## src/rtl/seg7_pkg.sv

```systemverilog
// Segment patterns (index 0 = segment a, active low) and capture FSM states shared by the 7-segment capture block.
package seg7_pkg;

  localparam int SEG_W = 7;

  localparam logic [0:SEG_W-1] SEG7_HEX_0 = 7'b0000001;
  localparam logic [0:SEG_W-1] SEG7_HEX_1 = 7'b1001111;
  localparam logic [0:SEG_W-1] SEG7_HEX_2 = 7'b0010010;
  localparam logic [0:SEG_W-1] SEG7_HEX_3 = 7'b0000110;
  localparam logic [0:SEG_W-1] SEG7_HEX_4 = 7'b1001100;
  localparam logic [0:SEG_W-1] SEG7_HEX_5 = 7'b0100100;
  localparam logic [0:SEG_W-1] SEG7_HEX_6 = 7'b0100000;
  localparam logic [0:SEG_W-1] SEG7_HEX_7 = 7'b0001111;
  localparam logic [0:SEG_W-1] SEG7_HEX_8 = 7'b0000000;
  localparam logic [0:SEG_W-1] SEG7_HEX_9 = 7'b0000100;
  localparam logic [0:SEG_W-1] SEG7_HEX_A = 7'b0001000;
  localparam logic [0:SEG_W-1] SEG7_HEX_B = 7'b1100000;
  localparam logic [0:SEG_W-1] SEG7_HEX_C = 7'b0110001;
  localparam logic [0:SEG_W-1] SEG7_HEX_D = 7'b1000010;
  localparam logic [0:SEG_W-1] SEG7_HEX_E = 7'b0110000;
  localparam logic [0:SEG_W-1] SEG7_HEX_F = 7'b0111000;

  typedef enum logic [1:0] {IDLE, TRACK, COMMIT} cap_state_t;

endpackage

```

## src/rtl/seg7_pattern_lookup.sv

```systemverilog
// Reverse map of an active-low 7-segment pattern to its hex nibble; purely combinational, no flow control.
module seg7_pattern_lookup
  import seg7_pkg::*;
(
  input  logic [0:SEG_W-1] i_seg,
  output logic             o_hit,
  output logic [3:0]       o_nibble
);

  always_comb begin
    o_hit    = 1'b1;
    o_nibble = 4'h0;
    case (i_seg)
      SEG7_HEX_0: o_nibble = 4'h0;
      SEG7_HEX_1: o_nibble = 4'h1;
      SEG7_HEX_2: o_nibble = 4'h2;
      SEG7_HEX_3: o_nibble = 4'h3;
      SEG7_HEX_4: o_nibble = 4'h4;
      SEG7_HEX_5: o_nibble = 4'h5;
      SEG7_HEX_6: o_nibble = 4'h6;
      SEG7_HEX_7: o_nibble = 4'h7;
      SEG7_HEX_8: o_nibble = 4'h8;
      SEG7_HEX_9: o_nibble = 4'h9;
      SEG7_HEX_A: o_nibble = 4'hA;
      SEG7_HEX_B: o_nibble = 4'hB;
      SEG7_HEX_C: o_nibble = 4'hC;
      SEG7_HEX_D: o_nibble = 4'hD;
      SEG7_HEX_E: o_nibble = 4'hE;
      SEG7_HEX_F: o_nibble = 4'hF;
      default:    o_hit    = 1'b0;
    endcase
  end

endmodule

```

## src/rtl/seg7_scan_capture.sv

```systemverilog
// Debounced capture of a multiplexed 7-segment bus into per-digit nibbles; outputs update one cycle after the qualifying sample.
// No backpressure: input is only looked at under sample_en. SEG7_CAP_DP_EN adds decimal-point capture (dp_in/dp_out).
module seg7_scan_capture
  import seg7_pkg::*;
#(
  parameter  int NUM_DIGITS    = 4,
  parameter  int STABLE_CYCLES = 8,
  localparam int CNT_W         = $clog2(STABLE_CYCLES + 1)
) (
  input  logic                    clk,
  input  logic                    rst,
  input  logic                    sample_en,
  input  logic [0:SEG_W-1]        seg_in,
  input  logic [NUM_DIGITS-1:0]   dig_sel,
`ifdef SEG7_CAP_DP_EN
  input  logic                    dp_in,
  output logic [NUM_DIGITS-1:0]   dp_out,
`endif
  output logic [4*NUM_DIGITS-1:0] digits_out,
  output logic [NUM_DIGITS-1:0]   digit_valid,
  output logic                    frame_done,
  output logic                    err_pattern
);

`ifdef SEG7_CAP_DP_EN
  localparam int SMP_W = NUM_DIGITS + SEG_W + 1;
`else
  localparam int SMP_W = NUM_DIGITS + SEG_W;
`endif

  cap_state_t              r_state;
  logic [SMP_W-1:0]        r_sample;
  logic [CNT_W-1:0]        r_cnt;
  logic [4*NUM_DIGITS-1:0] r_digits;
  logic [NUM_DIGITS-1:0]   r_valid;
  logic                    r_frame_done;
  logic                    r_err;

  logic [SMP_W-1:0]        w_sample;
  logic                    w_match;
  logic                    w_qualify;
  logic [CNT_W-1:0]        w_cnt_nxt;
  logic [0:SEG_W-1]        w_seg;
  logic [NUM_DIGITS-1:0]   w_sel;
  logic                    w_hit;
  logic [3:0]              w_nibble;
  logic                    w_blank;
  logic                    w_good;
  logic                    w_bad;

`ifdef SEG7_CAP_DP_EN
  logic [NUM_DIGITS-1:0]   r_dp;
  assign w_sample = {dig_sel, seg_in, dp_in};
  assign dp_out   = r_dp;
`else
  assign w_sample = {dig_sel, seg_in};
`endif

  assign w_match   = (w_sample == r_sample);
  assign w_qualify = sample_en && w_match && (r_cnt == CNT_W'(STABLE_CYCLES - 1));

  always_comb begin
    w_cnt_nxt = r_cnt;
    if (sample_en) begin
      if (!w_match)
        w_cnt_nxt = CNT_W'(1);
      else if (r_cnt != CNT_W'(STABLE_CYCLES))
        w_cnt_nxt = r_cnt + CNT_W'(1);
    end
  end

  // Commit decodes the stored sample, since COMMIT may already be overwriting r_sample.
  assign w_sel = ~r_sample[SMP_W-1 -: NUM_DIGITS];
  assign w_seg = r_sample[SMP_W-NUM_DIGITS-1 -: SEG_W];

  seg7_pattern_lookup u_lookup (
    .i_seg    (w_seg),
    .o_hit    (w_hit),
    .o_nibble (w_nibble)
  );

  assign w_blank = (w_sel == '0);
  assign w_good  = $onehot(w_sel) && w_hit;
  assign w_bad   = !w_blank && !w_good;

  always_ff @(posedge clk) begin
    if (rst) begin
      r_state      <= IDLE;
      r_sample     <= '0;
      r_cnt        <= '0;
      r_digits     <= '0;
      r_valid      <= '0;
      r_frame_done <= 1'b0;
      r_err        <= 1'b0;
`ifdef SEG7_CAP_DP_EN
      r_dp         <= '0;
`endif
    end else begin
      if (sample_en)
        r_sample <= w_sample;
      r_cnt <= w_cnt_nxt;

      case (r_state)
        IDLE:    if (sample_en) r_state <= TRACK;
        TRACK:   if (w_qualify) r_state <= COMMIT;
        COMMIT:  r_state <= TRACK;
        default: r_state <= IDLE;
      endcase

      r_frame_done <= &r_valid;
      if (&r_valid)
        r_valid <= '0;

      if (r_state == COMMIT) begin
        if (w_good) begin
          for (int i = 0; i < NUM_DIGITS; i++) begin
            if (w_sel[i]) begin
              r_digits[4*i +: 4] <= w_nibble;
              r_valid[i]         <= 1'b1;
`ifdef SEG7_CAP_DP_EN
              r_dp[i]            <= ~r_sample[0];
`endif
            end
          end
        end
        if (w_bad)
          r_err <= 1'b1;
      end
    end
  end

  assign digits_out  = r_digits;
  assign digit_valid = r_valid;
  assign frame_done  = r_frame_done;
  assign err_pattern = r_err;

endmodule

```

## config.mk

```make
export PLATFORM = sky130hd
export DESIGN_NAME = seg7_scan_capture
export DESIGN_NICKNAME = d
export VERILOG_FILES = /design/src/rtl/seg7_pkg.sv /design/src/rtl/seg7_pattern_lookup.sv /design/src/rtl/seg7_scan_capture.sv
export SDC_FILE = /design/constraint.sdc
export NUM_CORES = 1
export LEC_CHECK = 0
export BUFFER_PORTS_ARGS = -buffer_cell sky130_fd_sc_hd__buf_2
export CAP_MARGIN = 10
export CORE_ASPECT_RATIO = 0.75
export CORE_UTILIZATION = 52
export CTS_CLUSTER_DIAMETER = 40
export DETAILED_ROUTE_END_ITERATION = 12
export HOLD_SLACK_MARGIN = 0.1
export PLACE_DENSITY = 0.71
export SLEW_MARGIN = 30
export SYNTH_ARGS = -nofsm -noshare
export SYNTH_HDL_FRONTEND = slang
export SYNTH_SLANG_ARGS = --single-unit
```

## constraint.sdc

```tcl
create_clock -name clk -period 4.01 [get_ports clk]
set_input_delay 1.0025 -clock clk [delete_from_list [all_inputs] [get_ports clk]]
set_output_delay 1.0025 -clock clk [all_outputs]
set_load 0.02 [all_outputs]
```

==> flow_summary_export.csv, run 1 <==
group,metric,value,unit
synthesis,synth_enable_flop_cells,0,
final_layout,finalNetCount,283,
critical_path,timing.rr.end,"digits_out[0]",
timing,slew_viol_final,0,
critical_path,timing.critical_path.cells,"fa_1, inv_1, ha_1, ha_1, nor2_1, nand2_1, nor4_2, mux2i_1",
clock_network,clock_tree.htree_level_count,2,
place,port_buffers,35,
synthesis,synth_sequential_area_ratio,36.2,%
final_layout,antenna_fix_cells,0,
hold_path,cells_on_worst_hold_path,2,
critical_path,worstPathArrival,2.91,ns
synthesis,synth.net_count,258,
routing,drc,0,
timing,relSlewSlack,52.8,%
critical_path,critical-path-slowest-cell,"fa_1",
place,dpl_hpwl,3.18,mm
timing,finalCriticalPeriod,2.69,ns
clock_network,cts_max_path_buffers,2,
grt,groute.usage.overall,23.2,%
synthesis,avg_cell_area_syn,9.06,um2
power,worst_ir_drop_vdd,0.195,mV
timing,finalSetupViolCount,0,
grt,antenna_violations_before_repair,0,
floorplan,area_of_the_die,4410,um2
critical_path,timing.reg2reg.worst_path_depth,8,
clock_network,post_cts.resized_instances,0,
synthesis,ys_dominant_reg_cell,"dfxtp_1",
critical_path,worstPathMaxFanout,13,
timing,finalHoldViolCount,0,
synthesis,cell_count_after_synthesis,238,
final_layout,fraction_of_layout_cells_with_a_size_suffix_above_1,20.2,%
grt,grt-ovfl-total,0,
routing,drt-wirelength-per-cell,14.4,um
synthesis,synth_seq_cells,39,
critical_path,critical_path_class,"flop to flop",
timing,timing.fmax,0.372,GHz
timing,fin_setup_tns,0,ns
routing,drtAntennaViolNets,0,
timing,final.setup_skew,0.00625,ns
floorplan,die_height,57.8,um
synthesis,yosysWarningCount,0,
critical_path,critical_path.max_stage_delay,0.56,ns
hold_path,hold_path_class,"flop to flop",
routing,dr_total_vias,1734,
timing,worst_margin_slew,0.709,ns
routing,totalWireLength,4.55,mm
timing,fin_worst_hold_slack,0.471,ns
grt,grt_first_pass_wirelength,7.80,mm
clock_network,path_clk_slew,0.08,ns
clock_network,clock-root-buffer,"clkbuf_8",
critical_path,ff2ff_setup_slack,1.32,ns
floorplan,floorplan.initialDensity,56.7,%
hold_path,worst_hold_startpoint,"digits_out[4]",
flow_run,cap_viol_max_count,0,
final_layout,final_common_cell,"dfxtp_1",
final_layout,most-common-layout-cells,"dfxtp_1, buf_2, mux2i_1, nor2_1, nand2b_1",
synthesis,synth_top_cell_by_area,"dfxtp_1",
synthesis,postSynth.asyncResetShare,0,%
grt,pin_count_of_the_biggest_net_entering_global_routing,42,
timing,fraction_of_the_cycle_the_final_worst_path_needs,67.0,%
floorplan,core_area,3800,um2
floorplan,floorplan.rows,19,
synthesis,synth_cell_types,44,
clock_network,cts_hold_repair.buffers,0,
timing,unrepaired_setup_endpoints_after_global_routing,"false",
grt,via_count_of_the_first_global_routing_pass,1602,
power,power.leakage,0.983,nW
clock_network,cts_tree,"built",
routing,via_per_inst,5.50,
floorplan,ios,36,
critical_path,worstSetupEndpointType,"flop",
critical_path,worst-endpoint-required,4.23,ns
critical_path,path_common_cell,"ha_1",
critical_path,rr_startpoint,"r_sample[7]",
hold_path,hold_path_end,"digits_out[4]",
floorplan,dieWidth,76.4,um
clock_network,cts.sinks,39,
synthesis,netlist_area,2160,um2
clock_network,clkLatencyLatePin,0.30,ns
routing,detail_route.first_pass.iterations,4,
place,place_congestion,0.796,
clock_network,cts_made_buffers,5,
power,power.density_cell_area,347,nW/um2
synthesis,yosys-top-cells-area,"dfxtp_1, mux2i_1, xor2_1, nand2b_1, nor2_1",
final_layout,syn_to_final_growth,12.2,%
synthesis,post-synth-top-area-fraction,36.2,%
critical_path,crit_path_start_kind,"flop",
outcome,outcome,"finished, final reports clean",
routing,initial_detailed_routing_violation_count,118,
clock_network,cts_setup_buffers,0,
## cells by family after synthesis
group / after synthesis / share of synthesized area [%]
AND/OR/NAND/NOR: 101 / 27.8
buffers and inverters: 24 / 4.93
adder cells (fa/ha/maj): 6 / 3.83
flip-flops: 39 / 36.2
multiplexers: 29 / 13.7
AO/OA/AOI/OAI: 25 / 7.84
XOR/XNOR: 14 / 5.69
## critical path, delay by kind of cell (launching register included)
| family | cells | cell delay, ns |
|---|---|---|
| adders and majority gates | 3 | 1.00 |
| and+or+nand+nor | 3 | 0.90 |
| DFF | 1 | 0.40 |
| muxes | 1 | 0.25 |
| buffers and inverters | 1 | 0.05 |
## layer usage
metal	vias to the layer above	wire [um]	global-route usage, %
met2	48	1810	32.8
met1	790	2380	32.8
met5	-	0	0
met4	0	80	10.7
li1	889	-	-
met3	7	277	6.61
## synth_stat cells (all sizes together) (6+ instances only)
cell,count
dfxtp,39
mux2i,25
nor2,23
nand2b,16
nand2,13
xor2,12
clkbuf,11
nor4,10
nor3,9
a21oi,7
inv,7
buf,6
or4,6
## power breakdown
| part | total [mW] | switching, mW | leakage, nW | internal (mW) |
|---|---|---|---|---|
| combinational | 0.105 | 0.0590 | 0.615 | 0.0455 |
| sequential | 0.420 | 0.0241 | 0.317 | 0.396 |
| clock | 0.316 | 0.134 | 0.0513 | 0.182 |
## worst max path at each step
stage / start / end / slack, ns
after floorplan: r_sample[7] / digits_out[13] / 1.50
final: r_sample[7] / digits_out[0] / 1.32
after CTS: r_sample[7] / digits_out[0] / 1.31
after global routing: r_sample[7] / digits_out[0] / 1.12
after global placement: r_sample[7] / digits_out[15] / 1.40
after detailed placement: r_sample[7] / digits_out[13] / 1.34
## metrics by stage
stage | setup slack, ns | util, % | area, um2 | power, mW | instances
floorplan | 1.50 | - | 2160 | 0.511 | 238
global placement | 1.40 | 60.9 | 2320 | 0.530 | 308
detailed placement | 1.34 | 60.9 | 2320 | 0.533 | 308
CTS | 1.31 | 63.6 | 2420 | 0.848 | 315
global route | 1.12 | 63.6 | 2420 | 0.882 | 315
finish | 1.32 | 63.6 | 2420 | 0.840 | 315
## flip-flops by register name (all words and copies together) (netlist names)
name	count
r_state	2
digits_out	16
r_sample	11
digit_valid	4
r_cnt	4
frame_done	1
err_pattern	1
## area by class of cell
cell class,instances,area [um2]
clock buffers,6,72.6
fillers,349,1390
multi-input cells,175,1270
well taps,52,65.1
inverters,7,26.3
repair buffers,35,175
clock inverters,1,30.0
flip-flops and latches,39,781
No activity file was read; power rests on OpenSTA's default activity.
==> run 2, diff against run 1 <==
- clock period: 4.01 -> 2.8 ns (I/O delays scaled with it)
==> flow_summary_export.csv, run 2 (same netlist as run 1, synthesis figures left out) <==
group,metric,value,unit
outcome,outcome,"finished, final reports clean",
timing,slew_viol_final,0,
clock_network,cts_setup_buffers,0,
final_layout,final_common_cell,"dfxtp_1",
grt,via_count_of_the_first_global_routing_pass,1559,
final_layout,stdcell_area,2520,um2
final_layout,filler_cell_count,336,
place,placed_area,2400,um2
flow_run,cap_viol_max_count,0,
routing,initial_detailed_routing_violation_count,147,
critical_path,worstPathMaxFanout,13,
clock_network,clkLatencyLatePin,0.29,ns
clock_network,post_cts.resized_instances,0,
clock_network,cts_hold_repair.buffers,0,
timing,fin_setup_tns,0,ns
critical_path,setup.worst_path.start,"r_sample[7]",
floorplan,dieWidth,76.4,um
timing,fin_worst_hold_slack,0.473,ns
grt,grt-ovfl-total,0,
routing,drc,0,
critical_path,timing.critical_path.cells,"fa_1, inv_1, ha_1, ha_1, nor2_1, nand2_1, or4_1, mux2i_1",
routing,drt-wirelength-per-cell,14.3,um
final_layout,max_reg_flops,16,
timing,timing.fmax,0.385,GHz
floorplan,floorplan.rows,19,
final_layout,final_non_filler_cells,327,
grt,pin_count_of_the_biggest_net_entering_global_routing,29,
floorplan,core_area,3800,um2
final_layout,seq_area,781,um2
clock_network,cts_max_path_buffers,2,
clock_network,cts_tree,"built",
critical_path,worstSetupPathDepth,8,
critical_path,worstPathArrival,2.81,ns
final_layout,syn_to_final_growth,16.7,%
critical_path,worst-endpoint-required,3.01,ns
place,port_buffers,35,
critical_path,path_common_cell,"ha_1",
critical_path,critical_path_class,"flop to flop",
place,preCtsSetupSlack,0.196,ns
clock_network,clock-root-buffer,"clkbuf_8",
clock_network,cts_made_buffers,5,
critical_path,timing.rr.end,"digits_out[15]",
timing,setup_slack,0.204,ns
critical_path,critical-path-slowest-cell,"or4_1",
grt,antenna_violations_before_repair,0,
final_layout,fraction_of_layout_cells_with_a_size_suffix_above_1,24.0,%
hold_path,hold_path_class,"flop to flop",
critical_path,timing.reg2reg.worst_path_depth,8,
clock_network,path_clk_slew,0.08,ns
critical_path,rr_startpoint,"r_sample[7]",
floorplan,ios,36,
final_layout,most-common-layout-cells,"dfxtp_1, buf_2, mux2i_1, nor2_1, nand2b_1",
critical_path,timing.critical_path.buf_inv,1,
timing,finalHoldViolCount,0,
timing,unrepaired_setup_endpoints_after_global_routing,"false",
floorplan,floorplan.initialDensity,56.7,%
routing,drtAntennaViolNets,0,
clock_network,cts.sinks,39,
routing,via_per_inst,5.43,
place,dpl_hpwl,3.36,mm
timing,final.setup_skew,0.00643,ns
critical_path,crit_path_start_kind,"flop",
timing,finalCriticalPeriod,2.60,ns
timing,worst_margin_slew,0.541,ns
timing,relSlewSlack,63.9,%
critical_path,ff2ff_setup_slack,0.20,ns
floorplan,area_of_the_die,4410,um2
routing,totalWireLength,4.66,mm
final_layout,multi_input_area,1270,um2
routing,detail_route.first_pass.iterations,4,
power,power.density_cell_area,497,nW/um2
place,place_inst,319,
final_layout,finalNetCount,294,
timing,fraction_of_the_cycle_the_final_worst_path_needs,92.7,%
grt,grt_first_pass_wirelength,7.80,mm
power,power.leakage,1.05,nW
critical_path,crit_path_end,"digits_out[15]",
clock_network,clock_tree.htree_level_count,2,
final_layout,antenna_fix_cells,0,
place,place_congestion,0.806,
critical_path,worstSetupEndpointType,"flop",
timing,finalSetupViolCount,0,
critical_path,critical_path.max_stage_delay,0.60,ns
grt,groute.usage.overall,22.6,%
routing,dr_total_vias,1774,
power,worst_ir_drop_vdd,0.247,mV
floorplan,die_height,57.8,um
critical_path,critPathTopFamily,"simple AND/OR/NAND/NOR gates",
## run 2: changes by cell type in the layout (fill, tap and decap cells not counted), sizes merged
cell,change
buf,+11
clkinv,+1
## run 2: how the worst min path moves through the flow
| stage | startpoint | endpoint | slack (ns) | depth (start not counted) |
|---|---|---|---|---|
| final | digits_out[10] | digits_out[10] | 0.47 | 2 |
| after global routing | r_state[1] | r_state[1] | 0.49 | 1 |
| after floorplan | r_state[1] | r_state[1] | 0.44 | 1 |
| after global placement | digit_valid[0] | digit_valid[0] | 0.46 | 2 |
| after detailed placement | digits_out[7] | digits_out[7] | 0.46 | 2 |
| after CTS | r_state[1] | r_state[1] | 0.47 | 1 |
## run 2: report_power, final
group | leakage [nW] | internal [mW] | switching, mW
Sequential | 0.317 | 0.567 | 0.0215
Combinational | 0.672 | 0.0750 | 0.102
Clock | 0.0612 | 0.288 | 0.198
## run 2: cell type report
class,count,share of cell area (%)
Clock buffer,6,3.28
Timing Repair Buffer,46,10.2
Inverter,7,1.04
Clock inverter,2,1.39
Sequential cell,39,31.0
Tap cell,52,2.59
Multi-Input combinational cell,175,50.4
## run 2: through the flow
stage                     total power [mW]  utilization (%)
final                                 1.25             66.2
after global routing                  1.31             66.2
after CTS                             1.26             66.2
after detailed placement             0.777             63.1
after global placement               0.774             63.1
after floorplan                      0.732                -
## run 2: worst reg2reg max path: stages, from the launching register on
cell	delay (ns)
dfxtp_1	0.33
fa_1	0.53
inv_1	0.04
ha_1	0.17
ha_1	0.26
nor2_1	0.10
nand2_1	0.28
or4_1	0.60
mux2i_1	0.20
## run 2: layer usage
layer / vias to the layer above / global-route usage, % / share of wire (%)
li1: 909 / - / -
met1: 807 / 34.3 / 54
met2: 56 / 30.5 / 39
met3: 2 / 6.46 / 6.4
met4: 0 / 6.59 / 0.34
met5: - / 0 / 0
